$ cat src/rtl/rr_arb4.sv
// rr_arb4: 4-requester round-robin arbiter with a registered 4:1 mux select.
// One grant is issued per handshake (o_valid & i_ready). On a handshake the
// priority pointer advances past the served requester, and the next winner
// is registered on the same edge, so back-to-back grants have no bubble.
// Optional feature macro ARB_LOCK_EN: adds i_lock, which lets the current
// requester keep the grant for up to MAX_HOLD consecutive beats.
module rr_arb4 #(
    parameter int MAX_HOLD = 8
) (
    input  logic       i_clk,
    input  logic       i_rst,
    input  logic [3:0] i_req,
    input  logic       i_ready,
`ifdef ARB_LOCK_EN
    input  logic       i_lock,
`endif
    output logic       o_valid,
    output logic [1:0] o_sel,
    output logic [3:0] o_gnt
);

    typedef enum logic {
        IDLE  = 1'b0,
        GRANT = 1'b1
    } state_t;

    // MAX_HOLD must fit the 8-bit hold counter and allow at least one grant.
    if (MAX_HOLD < 1 || MAX_HOLD > 255) begin : g_bad_max_hold
        $error("rr_arb4: MAX_HOLD must be in 1..255");
    end

    state_t     state_q, state_d;
    logic [1:0] sel_q, sel_d;
    logic [1:0] ptr_q, ptr_d;
    logic       hs;
    logic       keep;
    logic [1:0] next_ptr;

`ifdef ARB_LOCK_EN
    localparam logic [7:0] HOLD_LIM = 8'(MAX_HOLD - 1);
    logic [7:0] hold_q, hold_d;

    // The lock only extends a grant that is still requested and under the hold limit.
    assign keep = i_lock && i_req[sel_q] && (hold_q < HOLD_LIM);
`else
    assign keep = 1'b0;
`endif

    // First set request at or above ptr, wrapping modulo 4.
    function automatic logic [1:0] rr_pick(input logic [3:0] req, input logic [1:0] ptr);
        logic [1:0] idx;
        logic [1:0] pick;
        logic       found;
        pick  = ptr;
        found = 1'b0;
        for (int k = 0; k < 4; k++) begin
            idx = ptr + 2'(k);
            if (!found && req[idx]) begin
                pick  = idx;
                found = 1'b1;
            end
        end
        return pick;
    endfunction

    assign hs       = (state_q == GRANT) && i_ready;
    assign next_ptr = sel_q + 2'd1;

    // State register: reset overrides everything, including a pending handshake.
    always_ff @(posedge i_clk) begin
        if (i_rst) begin
            state_q <= IDLE;
            sel_q   <= 2'd0;
            ptr_q   <= 2'd0;
`ifdef ARB_LOCK_EN
            hold_q  <= 8'd0;
`endif
        end else begin
            state_q <= state_d;
            sel_q   <= sel_d;
            ptr_q   <= ptr_d;
`ifdef ARB_LOCK_EN
            hold_q  <= hold_d;
`endif
        end
    end

    // Next-state logic: arbitrate from IDLE, or rotate/re-grant on a handshake.
    always_comb begin
        state_d = state_q;
        sel_d   = sel_q;
        ptr_d   = ptr_q;
`ifdef ARB_LOCK_EN
        hold_d  = hold_q;
`endif
        if (state_q == IDLE) begin
            if (|i_req) begin
                state_d = GRANT;
                sel_d   = rr_pick(i_req, ptr_q);
            end
        end else if (hs) begin
            if (keep) begin
`ifdef ARB_LOCK_EN
                hold_d = hold_q + 8'd1;
`endif
            end else begin
`ifdef ARB_LOCK_EN
                hold_d = 8'd0;
`endif
                ptr_d = next_ptr;
                if (|i_req) begin
                    sel_d = rr_pick(i_req, next_ptr);
                end else begin
                    state_d = IDLE;
                end
            end
        end
    end

    // Outputs: decoded purely from registered state.
    always_comb begin
        o_valid = (state_q == GRANT);
        o_sel   = sel_q;
        o_gnt   = 4'b0000;
        if (state_q == GRANT) begin
            o_gnt[sel_q] = 1'b1;
        end
    end

endmodule
$ cat config.mk
export PLATFORM = sky130hd
export DESIGN_NAME = rr_arb4
export DESIGN_NICKNAME = d
export VERILOG_FILES = /design/src/rtl/rr_arb4.sv
export SDC_FILE = /design/constraint.sdc
export NUM_CORES = 1
export LEC_CHECK = 0
export BUFFER_PORTS_ARGS = -buffer_cell sky130_fd_sc_hd__buf_2
export CORE_MARGIN = 8
export CORE_UTILIZATION = 35
export CTS_BUF_LIST = sky130_fd_sc_hd__clkbuf_8
export CTS_CLUSTER_DIAMETER = 30
export DETAILED_ROUTE_END_ITERATION = 7
export GPL_TIMING_DRIVEN = 1
export PLACE_DENSITY = 0.55
export SLEW_MARGIN = 20
export SYNTH_ARGS = -nofsm -noshare
export SYNTH_HDL_FRONTEND = slang
export SYNTH_SLANG_ARGS = --single-unit
$ cat constraint.sdc
create_clock -name i_clk -period 3.49 [get_ports i_clk]
set_clock_uncertainty 0.1 [all_clocks]
set_input_delay 0.5235 -clock i_clk [delete_from_list [all_inputs] [get_ports i_clk]]
set_output_delay 0.5235 -clock i_clk [all_outputs]
set_load 0.01 [all_outputs]
# Word level (Yosys, flattened, before mapping)
# Cells that the tools add are included.
# W data, S select, Z words.
dict set report totals {
  register_bits 5
  input_bits 7
  out_inout_bits 7
  word_cells 93
}
dict set report op_classes {
  addsub 7
  n_lt_le_gt_ge 10
  eq_ne 2
  mux 53
  n_reduce_logical 18
}
# operator count
set op_table {}
lappend op_table {{$mux W1} 33}
lappend op_table {{$lt A2 B3 Y1 const B} 9}
lappend op_table {{$mux W2} 10}
lappend op_table {{$bmux W1 S2} 8}
lappend op_table {{$add A2 B2 Y2 const B} 4}
lappend op_table {{$logic_and A1 B1 Y1} 8}
lappend op_table {{$add A2 B1 Y2 const B} 3}
lappend op_table {{$logic_not A1 Y1} 6}
lappend op_table {{$mux W4} 1}
lappend op_table {{$ne A2 B1 Y1 const B} 2}
lappend op_table {{$reduce_or A4 Y1} 1}
lappend op_table {{$reduce_and A3 Y1} 1}
lappend op_table {{$demux W1 S2} 1}
lappend op_table {{$ge A2 B1 Y1 const B} 1}
lappend op_table {{$reduce_and A2 Y1} 1}
lappend op_table {{$reduce_bool A2 Y1} 1}

# Depth between registers and ports, before layout
# Gate-level depths: netlist (run 1).
dict set report logic_depth {
  ltp_word 25
  depth_mapped 8
  depth_no_buf 7
}

# Worst setup path before layout (run 1)
# No wires, ideal clock.
dict set report synth_timing {
  kind {register to register}
  from {register sel_q[0] (netlist: o_sel[0])}
  to {register sel_q[0] (netlist: o_sel[0])}
  setup_time_ps 66
  arrival_ps 1814
  t_required_ps 3324
  setup_slack_ps 1510
  stages_incl_launch_ff 8
  path_buffers 1
  synth_period_minus_slack_ps 1980
  cell_sequence {dfxtp_1 > buf_4 > inv_1 > ha_1 > mux4_2 > nand3_2 > mux2_4 > a21oi_2}
}
dict set report synth_between {
  elab_chain_cells 25
  elab_cells_between_ends 36
  classes_between {4 x add/sub; 26 x mux; 6 x reduce/logical}
}
# item line
set synth_rtl {}
lappend synth_rtl {{from (decl)} 33} ;# logic [1:0] sel_q, sel_d;
lappend synth_rtl {{from (signal assigned)} 80} ;# sel_q <= sel_d;
lappend synth_rtl {{$add A2 B1 Y2 (*)} 67} ;# assign next_ptr = sel_q + 2'd1;
lappend synth_rtl {{net next_ptr[0]} 37} ;# logic [1:0] next_ptr;
lappend synth_rtl {{$bmux W1 S2} 58} ;# if (!found && req[idx]) begin
lappend synth_rtl {{$mux W1 (not written as such)} 58}
lappend synth_rtl {{$mux W1} 58}
lappend synth_rtl {{$mux W1} 111} ;# if (|i_req) begin
lappend synth_rtl {{$mux W1} 101} ;# end else if (hs) begin
lappend synth_rtl {{$mux W1} 96} ;# if (state_q == IDLE) begin
lappend synth_rtl {{[10 not listed]} -}
lappend synth_rtl {{$mux W1} 101}
lappend synth_rtl {{$mux W1} 96}
lappend synth_rtl {{$logic_not A1 Y1} 58}
lappend synth_rtl {{$logic_and A1 B1 Y1} 58}
lappend synth_rtl {{$mux W2 (*)} 58}
lappend synth_rtl {{$mux W2 (*)} 111}
lappend synth_rtl {{$mux W2 (*)} 101}
lappend synth_rtl {{$mux W2 (*)} 96}
# Mark *: on every way through the listed nets, which the timed path passes. The rest lies on a longest branch. The select of a mux whose other input is x is not followed.
# A chain may end at the register's enable or synchronous reset.

# Worst setup path in the final report (run 1)
# Same ends and word-level chain as after synthesis.

==> impl_metrics.csv, run 1 <==
group,metric,value,unit
sta,timing_hold_violations_final,0,
global_route,antenna_found_initial,0,
clock_tree,hold_buffers,0,
clock_tree,clock_path_buffers,2,
cells_and_area,antennaDiodeCount,0,
setup_path,cp_max_fo,11,
logic_synthesis,async_flop_share,0,%
placed_design,post_dp_cell_area,589,um^2
cells_and_area,mostFrequentLayoutCells,"buf_2, a21oi_1, nand2b_1",
setup_path,worstPathArrival,2.25,ns
setup_path,cp-end-kind,"register",
global_route,grt_pass1_wl,2290,um
clock_tree,worstSkewPairLatency,0.22,ns
route,detail_route.iter0.violations,11,
logic_synthesis,yosys_warnings,0,
logic_synthesis,synth-simple-area-share,30.2,%
clock_tree,cts_tree,"yes",
sta,worstMarginPinSlew,0.433,ns
power,p_leak,0.272,nW
route,dr_total_vias,545,
global_route,grt_overflow,0,
hold_path,min_path_type,"primary input to register",
sta,drv_slew,0,
setup_path,critical_path_class,"register to register",
route,vias_per_cell,5.62,
global_route,grt_pass1_vias,536,
die,start_util,36.6,%
die,pin_count,14,
logic_synthesis,netlist_instances,68,
logic_synthesis,synth_nets,79,
clock_tree,cts-resized-gates,0,
logic_synthesis,synth_edf_count,0,
run_status,status,"completed",
die,die_x,55.2,um
sta,relSlewSlack,71.1,%
setup_path,startpoint,"o_sel[0]$_SDFFE_PP0P_",
logic_synthesis,syn-cell-area,538,um^2
die,core,0.00147,mm^2
clock_tree,cts_inserted_buffers,3,
global_route,grt_max_degree,16,
sta,holdWs,0.439,ns
logic_synthesis,synth_seq_cells,5,
route,drt_wl_total,1360,um
sta,fin_setup_tns,0,ns
route,drc,0,
logic_synthesis,synth_ff_type,"dfxtp_1",
cells_and_area,final_cell_area,634,um^2
logic_synthesis,synthMuxAreaShare,6.98,%
placed_design,place.gp.congestion,0.776,
route,wl_per_cell,14.0,um
setup_path,cp.required,3.55,ns
cells_and_area,final_common_cell,"buf_2",
route,ant_nets,0,
power,irDropWorstVdd,0.244,mV
logic_synthesis,synth_top_family_by_area,"simple AND/OR/NAND/NOR gates",
logic_synthesis,synth_fa_ha_area_share,9.30,%
route,drt_pass1_iterations,4,
setup_path,reg2reg_from,"o_sel[0]$_SDFFE_PP0P_",
job,cap_viol_max_count,0,
hold_path,hold_path_depth,2,
logic_synthesis,ys_types,27,
global_route,grt_usage,8.73,%
placed_design,io_buffer_count,13,
logic_synthesis,synth_area_per_cell,7.91,um^2
logic_synthesis,synth_compound_gate_area_share,25.8,%
power,power.density_cell_area,407,mW/mm^2
cells_and_area,final-seq-area,100,um^2
sta,finalCritPeriodShare,62.8,%
clock_tree,clkTransAtPathRegs,0.03,ns
logic_synthesis,synth_xor_area_share,0,%
die,rows,14,
sta,rsz0062_at_grt,"no",
clock_tree,post_cts_buffers,0,
placed_design,dpl.hpwl,1030,um
setup_path,rr_worst_depth,6,
sta,fmax,0.456,GHz
cells_and_area,syn2layout_area_growth,17.9,%
cells_and_area,multi_input_area,389,um^2
clock_tree,cts-htree-levels,1,
hold_path,hp-start,"i_rst",
die,die_y,55.2,um
cells_and_area,drive_gt1_share,25.9,%
clock_tree,clock_sinks,5,
sta,setup_viol,0,
cells_and_area,final_nets,93,
logic_synthesis,seq_area_frac_synth,18.6,%
cells_and_area,fillers,165,
sta,period_needed,2.19,ns
setup_path,start_kind,"register",
clock_tree,clockRootBuffer,"clkbuf_8",
die,die_area,0.00305,mm^2
flip-flops by register name (all words and copies together) (netlist names):
signal and cells:
o_valid 1, ptr_q 2, o_sel 2
final cells by class:
cell class,instances,area share (%)
repair buffers,13,10.3
inverters,4,2.37
clock inverters,1,0.592
clock buffers,3,6.51
well taps,16,3.16
multi-input cells,55,61.3
flip-flops and latches,5,15.8
cell usage after synthesis, types with 2 or more instances:
cell type | n | share of area (%)
a21oi_1 | 7 | 6.5
nand2b_1 | 6 | 7.0
dfxtp_1 | 5 | 19
nand2_1 | 5 | 3.5
nor2_1 | 5 | 3.5
and2_1 | 4 | 4.7
ha_1 | 4 | 9.3
inv_1 | 4 | 2.8
nand3_1 | 4 | 3.7
a31oi_1 | 2 | 2.3
buf_6 | 2 | 4.2
nand3b_1 | 2 | 2.8
nor3_1 | 2 | 1.9
o221ai_1 | 2 | 3.3
o32a_1 | 2 | 3.7
power breakdown:
group | total, mW | internal, mW | switching, mW
logic | 0.0801 | 0.0380 | 0.0421
clock network | 0.104 | 0.0754 | 0.0282
registers | 0.0747 | 0.0629 | 0.0118
total | 0.258 | 0.176 | 0.0821
final timing paths:
check | end | slack, ns
setup reg to reg | o_sel[0]$_SDFFE_PP0P_ | 1.30
hold / removal | o_sel[0]$_SDFFE_PP0P_ | 0.44
hold reg to reg | ptr_q[1]$_SDFFE_PP0P_ | 0.45
setup / recovery | o_sel[0]$_SDFFE_PP0P_ | 1.30
metrics by stage:
step,std cells,utilization (%),setup slack (ns),power (mW)
floorplan,68,-,1.51,0.134
global placement,93,40.1,1.35,0.155
detailed placement,93,40.1,1.33,0.155
CTS,97,43.1,1.31,0.262
global route,97,43.1,1.15,0.274
finish,97,43.1,1.30,0.258
cells by family (layout without fill, tap and decap cells):
kind of cell	Yosys count	in the layout
compound gates	19	19
flops	5	5
buf+inv	8	21
mux	2	2
fa+ha+maj	4	4
simple gates	30	30
critical path, stage by stage (launching register included):
cell	delay, ns
dfxtp_1	0.55
inv_1	0.20
ha_1	0.44
mux4_2	0.34
nand3_2	0.10
mux2_4	0.30
a21oi_2	0.10
routing by layer:
metal | vias to the layer above | routed length [um] | GRT usage, %
li1 | 273 | - | -
met1 | 257 | 592 | 8.92
met2 | 13 | 702 | 15.4
met3 | 2 | 54 | 2.51
met4 | 0 | 6 | 4.93
met5 | - | 0 | 0
No activity file was read; power rests on OpenSTA's default activity.
==> run 2, diff against run 1 <==
- ABC_AREA: not set -> 1
- PLACE_DENSITY: 0.55 -> 0.54
- clock period: 3.49 -> 1.9 ns (I/O delays scaled with it)
==> run 2 against run 1 <==
Critical path depth rose by 8. Non-clock buffer count up 10. Sequential share of layout area decreased by 6.0 points. Area after synthesis rose by 48%. Worst hold slack worse by 0.22 ns. Final area rose by 73%. Cell count grew 100%. Die area is 33% higher. Clock power rose by 89%. Critical endpoint is now o_sel[1]$_SDFFE_PP0P_. Highest routed layer unchanged.
==> impl_metrics.csv, run 2 <==
group,metric,value,unit
run_status,status,"completed",
route,drt_wl_total,2170,um
setup_path,crit_path_top_delay_cell,"dfxtp_4",
cells_and_area,fillers,226,
placed_design,dpl.hpwl,1580,um
global_route,antenna_found_initial,0,
logic_synthesis,netlist_instances,145,
setup_path,reg2reg_from,"o_sel[0]$_SDFFE_PP0P_",
hold_path,hold_path_depth,4,
power,irDropWorstVdd,0.560,mV
power,netSwitchingPower,0.731,mW
logic_synthesis,yosysTopAreaCell,"nand2_1",
setup_path,start_kind,"register",
sta,rsz0062_at_grt,"yes",
global_route,grt_pass1_vias,840,
logic_synthesis,synthTopCellsByCount,"nand2_1, nand3_1, inv_1",
route,vias_per_cell,4.67,
cells_and_area,mostFrequentLayoutCells,"nand2_1, nand3_1, inv_1",
clock_tree,worstSkewPairLatency,0.22,ns
sta,fmax,0.557,GHz
logic_synthesis,ys_types,21,
global_route,grt_overflow,0,
setup_path,rr_worst_depth,14,
power,swShare,49.7,%
job,cap_viol_max_count,0,
die,start_util,36.4,%
global_route,grt_pass1_wl,3570,um
logic_synthesis,synth.area.top_cells,"nand2_1, nand3_1, dfxtp_1",
hold_path,hp-start,"i_rst",
logic_synthesis,synth_seq_cells,5,
hold_path,min_to,"o_sel[0]$_SDFFE_PP0P_",
cells_and_area,drive_gt1_share,38.2,%
setup_path,cp_num_buf_inv,5,
clock_tree,clock_path_buffers,2,
setup_path,cp.required,1.92,ns
setup_path,cp_max_fo,6,
power,internal-power,0.740,mW
sta,setup_viol,0,
placed_design,io_buffer_count,13,
hold_path,min_path_type,"primary input to register",
logic_synthesis,synth_edf_count,0,
global_route,grt_usage,10.6,%
logic_synthesis,async_flop_share,0,%
global_route,grt_max_degree,12,
route,wl_per_cell,11.0,um
route,ant_nets,0,
route,detail_route.iter0.violations,29,
power,power.density_cell_area,1340,mW/mm^2
sta,drv_slew,0,
setup_path,cp_top_family,"simple AND/OR/NAND/NOR gates",
setup_path,critical-path-max-stage-delay,0.35,ns
logic_synthesis,synth_ff_type,"dfxtp_1",
die,pin_count,14,
die,die_y,63.8,um
clock_tree,clockRootBuffer,"clkbuf_8",
die,core,0.00219,mm^2
power,p_leak,0.641,nW
power,finalPower,1.47,mW
sta,timing_hold_violations_final,0,
die,die_area,0.00406,mm^2
sta,relSlewSlack,70.6,%
power,combPwrFrac,76.6,%
clock_tree,clkTransAtPathRegs,0.04,ns
cells_and_area,syn2layout_area_growth,37.3,%
route,drt_pass1_iterations,4,
logic_synthesis,yosysMostFrequentCell,"nand2_1",
power,sequentialPowerShare,10.0,%
setup_path,worstPathArrival,1.82,ns
clock_tree,cts_tree,"yes",
setup_path,startpoint,"o_sel[0]$_SDFFE_PP0P_",
logic_synthesis,syn-cell-area,798,um^2
clock_tree,cts-htree-levels,1,
power,p_clk_share,13.4,%
placed_design,place.gp.congestion,0.771,
setup_path,r2r_slack,0.10,ns
clock_tree,hold_buffers,0,
clock_tree,cts_inserted_buffers,3,
setup_path,cp-end-kind,"register",
route,drc,0,
setup_path,critical_path_class,"register to register",
logic_synthesis,yosys_warnings,0,
logic_synthesis,synth_area_per_cell,5.51,um^2
setup_path,r2r-end,"o_sel[1]$_SDFFE_PP0P_",
sta,period_needed,1.80,ns
clock_tree,clock_sinks,5,
cells_and_area,antennaDiodeCount,0,
logic_synthesis,synth_nets,156,
route,dr_total_vias,924,
logic_synthesis,seq_area_frac_synth,12.5,%
die,die_x,63.8,um
sta,finalCritPeriodShare,94.5,%
sta,fin_setup_tns,0,ns
sta,worstMarginPinSlew,0.436,ns
logic_synthesis,synth_top_area_share,30.6,%
cells_and_area,final_nets,182,
cells_and_area,final_common_cell,"nand2_1",
die,rows,17,
setup_path,cp_cell_sequence,"inv_4 > ha_4 > buf_6 > nand3_4 > nand2_4 > inv_4 > nor2_8 > nand3_2 > nand2_1 > inv_1 > nand2_2 > nand3_1 > nand2_1 > inv_1",
run 2: cell count changes after synthesis, sizes merged, moves of 4 or more:
cell,change
inv,+16
nand2b,-6
and2,-4
o21ai,+4
nand2,+70
a21oi,-4
nand3,+17
run 2: layer usage:
metal  global-route usage [%]  vias up  wire length (um)
met5                        0        -                 0
met4                     5.01        0                 8
met3                     2.96        2                49
met2                     18.9       12              1150
met1                     11.4      409               965
li1                         -      501                 -
run 2: worst max-delay path by stage:
stage	depth (start not counted)	slack, ns	end
finish	14	0.10	o_sel[1]$_SDFFE_PP0P_
global route	16	-0.04	o_sel[1]$_SDFFE_PP0P_
CTS	15	0.06	o_sel[1]$_SDFFE_PP0P_
detailed placement	15	0.06	o_sel[1]$_SDFFE_PP0P_
global placement	16	0.08	o_sel[1]$_SDFFE_PP0P_
floorplan	16	0.11	o_sel[1]$_SDFFE_PP0P_
run 2: final cells by class:
type	instances	area, um^2	area share (%)
clock inverters	1	3.75	0.342
clock buffers	3	41.3	3.77
repair buffers	23	144	13.1
flip-flops and latches	5	108	9.82
well taps	28	35.0	3.20
multi-input cells	118	677	61.8
inverters	20	87.6	7.99
run 2: repair_timing:
action	in CTS	in global routing
setup buffers	0	6
gates resized for setup	0	22
endpoints found under the setup margin	0	2
run 2: metrics by stage:
| stage | setup slack (ns) | utilization (%) | instances | hold slack (ns) | instance area (um^2) |
|---|---|---|---|---|---|
| 6_report | 0.104 | 50.0 | 198 | 0.221 | 1100 |
| 5_1_grt | -0.0374 | 50.0 | 198 | 0.237 | 1100 |
| 4_1_cts | 0.0557 | 44.4 | 192 | 0.214 | 972 |
| 3_3_place_gp | 0.0839 | 42.3 | 188 | 0.445 | 927 |
| 3_5_place_dp | 0.0641 | 42.3 | 188 | 0.442 | 927 |
| 2_1_floorplan | 0.113 | - | 145 | 0.313 | 816 |
run 2: worst reg2reg max path, stage by stage, from the launching register on:
cell and delay [ns]:
dfxtp_4 0.35, inv_4 0.04, ha_4 0.32, buf_6 0.12, nand3_4 0.07, nand2_4 0.10, inv_4 0.05, nor2_8 0.13
nand3_2 0.08, nand2_1 0.06, inv_1 0.04, nand2_2 0.06, nand3_1 0.06, nand2_1 0.07, inv_1 0.03
run 2: power groups by stage:
| stage | clock (mW) | sequential [mW] | combinational (mW) |
|---|---|---|---|
| global route | 0.216 | 0.151 | 1.24 |
| floorplan | 0 | 0.162 | 0.657 |
| finish | 0.197 | 0.148 | 1.13 |
| CTS | 0.206 | 0.146 | 0.844 |
| detailed placement | 0 | 0.147 | 0.842 |
| global placement | 0 | 0.148 | 0.831 |
run 2: cells by family after synthesis:
logic type                 count (synthesis)  synth area share, %
adders and majority gates                  4                 6.27
AOI/OAI and AO/OA                          9                 7.37
and+or+nand+nor                          105                 61.4
DFF                                        5                 12.5
buffers and inverters                     22                 12.4
